<file path="src/rtl/input_pkg.sv">
// input_pkg: shared types and sizing helpers for the button debouncer
package input_pkg;

   typedef enum logic [1:0] {RPT_IDLE, RPT_DELAY, RPT_REPEAT} repeat_state_t;

   // Bits needed to hold values 0..n; never narrower than one bit
   function automatic int cnt_width(input int n);
      return (n < 1) ? 1 : $clog2(n + 1);
   endfunction

   function automatic int max2(input int a, input int b);
      return (a > b) ? a : b;
   endfunction

endpackage

</file>
<file path="src/rtl/debounce_channel.sv">
// debounce_channel: one-bit debouncer with press/release pulses and auto-repeat
module debounce_channel
   import input_pkg::*;
#(
   parameter int DEBOUNCE_CYCLES      = 1000000,
   parameter int REPEAT_DELAY_CYCLES  = 50000000,
   parameter int REPEAT_PERIOD_CYCLES = 10000000
) (
   input  logic clk_in,
   input  logic rst_in,
   input  logic data_in,
   output logic level_out,
   output logic press_out,
   output logic release_out,
   output logic repeat_out
);

   localparam int DW = cnt_width(DEBOUNCE_CYCLES);
   localparam int RW = cnt_width(max2(REPEAT_DELAY_CYCLES, REPEAT_PERIOD_CYCLES));
   localparam logic [DW-1:0] DB_LAST  = DW'(DEBOUNCE_CYCLES - 1);
   localparam logic [RW-1:0] DLY_LOAD = RW'((REPEAT_DELAY_CYCLES > 0) ? REPEAT_DELAY_CYCLES - 1 : 0);
   localparam logic [RW-1:0] PER_LOAD = RW'((REPEAT_PERIOD_CYCLES > 0) ? REPEAT_PERIOD_CYCLES - 1 : 0);
   localparam logic          RPT_EN   = REPEAT_DELAY_CYCLES > 0;

   logic [DW-1:0] cnt_d, cnt_q;
   logic [RW-1:0] rpt_cnt_d, rpt_cnt_q;
   logic          level_d, level_q;
   logic          press_d, press_q;
   logic          release_d, release_q;
   logic          repeat_d, repeat_q;
   repeat_state_t state_d, state_q;

   // Count consecutive samples that disagree with the stable level; accept on the last one
   always_comb begin
      cnt_d     = '0;
      level_d   = level_q;
      press_d   = 1'b0;
      release_d = 1'b0;
      if (data_in != level_q) begin
         if (cnt_q == DB_LAST) begin
            level_d   = ~level_q;
            press_d   = ~level_q;
            release_d = level_q;
         end else begin
            cnt_d = cnt_q + 1'b1;
         end
      end
   end

   // Repeat FSM: down-counter reloads for the initial delay, then for each period
   always_comb begin
      state_d   = state_q;
      rpt_cnt_d = rpt_cnt_q;
      repeat_d  = 1'b0;
      if (release_d) begin
         state_d   = RPT_IDLE;
         rpt_cnt_d = '0;
      end else begin
         case (state_q)
            RPT_IDLE: begin
               if (press_d && RPT_EN) begin
                  state_d   = RPT_DELAY;
                  rpt_cnt_d = DLY_LOAD;
               end
            end
            RPT_DELAY, RPT_REPEAT: begin
               if (rpt_cnt_q == '0) begin
                  repeat_d  = 1'b1;
                  state_d   = RPT_REPEAT;
                  rpt_cnt_d = PER_LOAD;
               end else begin
                  rpt_cnt_d = rpt_cnt_q - 1'b1;
               end
            end
            default: begin
               state_d   = RPT_IDLE;
               rpt_cnt_d = '0;
            end
         endcase
      end
   end

   // State and registered outputs; reset discards any bounce or hold progress
   always_ff @(posedge clk_in) begin
      if (rst_in) begin
         cnt_q     <= '0;
         rpt_cnt_q <= '0;
         level_q   <= 1'b0;
         press_q   <= 1'b0;
         release_q <= 1'b0;
         repeat_q  <= 1'b0;
         state_q   <= RPT_IDLE;
      end else begin
         cnt_q     <= cnt_d;
         rpt_cnt_q <= rpt_cnt_d;
         level_q   <= level_d;
         press_q   <= press_d;
         release_q <= release_d;
         repeat_q  <= repeat_d;
         state_q   <= state_d;
      end
   end

   assign level_out   = level_q;
   assign press_out   = press_q;
   assign release_out = release_q;
   assign repeat_out  = repeat_q;

endmodule

</file>
<file path="src/rtl/button_debouncer.sv">
// button_debouncer: WIDTH independent debounced channels with edge and repeat pulses
module button_debouncer
   import input_pkg::*;
#(
   parameter int WIDTH                = 4,
   parameter int DEBOUNCE_CYCLES      = 1000000,
   parameter int REPEAT_DELAY_CYCLES  = 50000000,
   parameter int REPEAT_PERIOD_CYCLES = 10000000
) (
   input  logic             clk_in,
   input  logic             rst_in,
   input  logic [WIDTH-1:0] data_in,
   output logic [WIDTH-1:0] level_out,
   output logic [WIDTH-1:0] press_out,
   output logic [WIDTH-1:0] release_out,
   output logic [WIDTH-1:0] repeat_out
);

   for (genvar i = 0; i < WIDTH; i++) begin : g_ch
      debounce_channel #(
         .DEBOUNCE_CYCLES      (DEBOUNCE_CYCLES),
         .REPEAT_DELAY_CYCLES  (REPEAT_DELAY_CYCLES),
         .REPEAT_PERIOD_CYCLES (REPEAT_PERIOD_CYCLES)
      ) u_ch (
         .clk_in      (clk_in),
         .rst_in      (rst_in),
         .data_in     (data_in[i]),
         .level_out   (level_out[i]),
         .press_out   (press_out[i]),
         .release_out (release_out[i]),
         .repeat_out  (repeat_out[i])
      );
   end

endmodule

</file>
<file path="config.mk">
export PLATFORM = sky130hd
export DESIGN_NAME = button_debouncer
export DESIGN_NICKNAME = d
export VERILOG_FILES = /design/src/rtl/input_pkg.sv /design/src/rtl/debounce_channel.sv /design/src/rtl/button_debouncer.sv
export SDC_FILE = /design/constraint.sdc
export NUM_CORES = 1
export LEC_CHECK = 0
export ABC_AREA = 0
export CORE_UTILIZATION = 50
export CTS_CLUSTER_SIZE = 30
export DETAILED_ROUTE_END_ITERATION = 12
export PLACE_DENSITY = 0.78
export SYNTH_ARGS = -nofsm -noshare
export SYNTH_HDL_FRONTEND = slang
export SYNTH_SLANG_ARGS = --single-unit
</file>
<file path="constraint.sdc">
create_clock -name clk_in -period 2.6 [get_ports clk_in]
set_input_delay 0.52 -clock clk_in [delete_from_list [all_inputs] [get_ports clk_in]]
set_output_delay 0.52 -clock clk_in [all_outputs]
set_load 0.01 [all_outputs]
</file>
==> out/metrics.yaml <==
layout:
  final_area_um2: 12220
  fin_nets: 1414
  drive_gt1_frac: 0.09517
  nFillCells: 1907
  diodes: 0
  finalNonFillerCells: 1683
  final_util: 0.5832
  syn2layout_area_growth_pct: 14.68
worst_setup_path:
  reg2reg_from: "g_ch[1].u_ch.rpt_cnt_q[14]"
  worstPathArrival_ps: 2910
  timing.rr.end: "g_ch[1].u_ch.rpt_cnt_q[22]"
  end_kind: "flip-flop"
  reg2regPathDepth: 5
  critPathRequiredTime_ps: 2980
  r2r_slack_ps: 70
  worst-path-max-fanout: 9
  critPathLaunchType: "flip-flop"
  crit_type: "flip-flop to flip-flop"
grt:
  antenna_found_initial: 0
  overflow: 0
  grt_first_pass_wirelength_mm: 42.13
  grt_pass1_vias: 9029
  track_usage: 0.2272
  grt_max_degree: 21
clock_tree:
  clockBufferDepth: 3
  cts_buffers: 23
  h-tree-depth: 1
  cts.sinks: 208
  cts_tree: "done"
  clk_latency_ps: 520
  post-cts-setup-buffers: 0
  cts.clk_slew.worst_paths_ps: 60
  clockRootBuffer: "clkbuf_16"
synthesis:
  synth.net_count: 1370
  async_flop_share: 0
  ys.flop_type: "dfxtp_1"
  syn-cell-area_um2: 10660
  yosys.area.top_type: "dfxtp_1"
  synthTopCellsByArea: "dfxtp_1 39%, nor2_1 6.8%, xor2_1 5.6%, a21oi_1 4.7%, xnor2_1 4.3%"
  yosys.area.top_type_share: 0.3907
  ys_seq_area_frac: 0.3907
  synth_edf_count: 0
  syn_avg_cell_area_um2: 7.905
  ys_ff_latch: 208
  yosysWarnings: 0
  yosysUniqueCellTypes: 65
  synth_cells: 1348
routing:
  drt_iter0_markers: 614
  wl_per_cell_um: 14.73
  avgViaCountPerCell: 5.745
  drtPass1Iterations: 5
  ant_nets: 0
  drc: 0
  num_vias: 9668
  drt-total-wl_mm: 24.80
flow_run:
  cap_violations: 0
placed_design:
  dp_cells: 1642
  place.gp.congestion: 0.9213
  hpwl_mm: 17.04
  placedInstanceArea_um2: 11380
  port_buffers: 21
die:
  start_util: 0.5085
  die_w_um: 148.0
  core_um2: 20960
  dieArea_um2: 21900
  io_pins: 22
  die_h_um: 148.0
  fp-row-count: 53
sta:
  hold_viol_final: 0
  tightest_slew_ps: 798.6
  setup_tns_ps: 0
  finalSetupViolations: 0
  final.setup_skew_ps: 8.800
  min_period_ps: 2526
  hold_slack_ps: 452.9
  max_freq_mhz: 395.9
  slew-limit-headroom: 0.4656
  fin_crit_sh: 0.9715
  maxSlewViolCount: 0
run_status:
  status: "completed"
hold_path:
  holdPathStages: 1
  min_path_type: "flip-flop to flip-flop"
  worstHoldEndpoint: "g_ch[1].u_ch.cnt_q[0]"
  hp-start: "g_ch[1].u_ch.cnt_q[0]"
power_and_ir_drop:
  peakVddDrop_uv: 587.2
  p_leak_nw: 4.585
  power.density_nw_per_um2: 880.7
==> how the worst max path moves through the flow <==
stage | from | endpoint | slack (ps) | depth (start not counted)
4_1_cts | g_ch[1].u_ch.rpt_cnt_q[14] | g_ch[1].u_ch.rpt_cnt_q[17] | 30 | 6
3_5_place_dp | data_in[3] | g_ch[3].u_ch.rpt_cnt_q[23] | -200 | 8
6_report | g_ch[1].u_ch.rpt_cnt_q[14] | g_ch[1].u_ch.rpt_cnt_q[22] | 70 | 5
2_1_floorplan | g_ch[1].u_ch.rpt_cnt_q[13] | g_ch[1].u_ch.rpt_cnt_q[17] | 60 | 7
3_3_place_gp | data_in[3] | g_ch[3].u_ch.rpt_cnt_q[1] | -160 | 8
5_1_grt | g_ch[1].u_ch.cnt_q[0] | g_ch[1].u_ch.rpt_cnt_q[22] | -50 | 9
==> cells by family after synthesis <==
family / share of synthesized area
buffers and inverters: 0.04591
and+or+nand+nor: 0.2874
adders and majority gates: 0.01879
DFF: 0.3907
AOI/OAI and AO/OA: 0.1576
muxes: 0.0009393
xor gates and xnor gates: 0.09863
==> critical path: stages, from the launching register on <==
cell,delay [ps]
dfxtp_1,330
or4_4,530
or4_4,570
o41a_1,450
o31ai_2,350
o22ai_1,160
==> placed cells by master, fill, tap and decap left out, types with 52 or more instances in the layout <==
cell type,instances
o21ai_0,62
nand3_1,56
nor2_1,194
dfxtp_1,208
nor3_1,65
a21oi_1,100
xnor2_1,52
nand2_1,121
buf_4,64
xor2_1,68
==> Yosys cell counts (7+ instances only) <==
library cell / n
o21ai_1: 9
o21ai_0: 62
nand2b_1: 13
nand3_1: 56
dfxtp_1: 208
o31ai_1: 11
nor2_1: 194
ha_1: 16
nor4_1: 32
or4_1: 12
xor2_1: 68
clkbuf_1: 47
and2_1: 8
or3_1: 17
nor3_1: 65
nand2_1: 121
nand4b_1: 9
nor4b_1: 8
xnor2_1: 52
inv_1: 43
a21o_1: 7
and3_1: 21
buf_4: 16
a211oi_1: 12
a31oi_1: 13
nand4_1: 26
a21oi_1: 100
o22ai_1: 9
or2_2: 7
==> per-layer routing <==
layer  wire length (µm)  GRT usage  up-vias  share of wire
met1              11540     0.3040     4533           0.47
met5                  0          0        -              0
li1                   -          -     4864              -
met2              11430     0.3793      224           0.46
met3               1264    0.03056       47          0.051
met4                562    0.06804        0          0.023
==> state kept, by name (all words and copies together), names as in the netlist <==
signal,count
g_ch.u_ch.repeat_out,4
g_ch.u_ch.cnt_q,80
g_ch.u_ch.rpt_cnt_q,104
g_ch.u_ch.state_q,8
g_ch.u_ch.level_out,4
g_ch.u_ch.press_out,4
g_ch.u_ch.release_out,4
==> area by class of cell <==
class | count | area (µm²) | share of cell area
well taps | 275 | 344.1 | 0.02816
inverters | 43 | 161.4 | 0.01321
multi-input cells | 1030 | 6070 | 0.4967
repair buffers | 86 | 710.7 | 0.05815
flip-flops and latches | 208 | 4164 | 0.3407
clock inverters | 8 | 97.59 | 0.007986
clock buffers | 33 | 673.1 | 0.05508
==> power breakdown <==
| group | leakage (nW) | internal, mW | switching (mW) |
|---|---|---|---|
| Sequential | 1.68 | 3.38 | 0.174 |
| Combinational | 2.52 | 1.48 | 2.43 |
| Clock | 0.384 | 2.00 | 1.31 |
| Total | 4.58 | 6.85 | 3.91 |
==> through the flow <==
step | setup WS (ps) | total power, mW
2_1_floorplan | 64.23 | 6.534
3_3_place_gp | -161.8 | 7.317
3_5_place_dp | -203.2 | 7.358
4_1_cts | 27.10 | 10.70
5_1_grt | -48.38 | 11.36
6_report | 73.98 | 10.76
==> repair_timing <==
action	4_1_cts	5_1_grt
hold endpoints to repair	0	0
endpoints found under the setup margin	0	33
hold buffers	0	0
resized for setup	0	13
(Power assumes the default switching activity.)
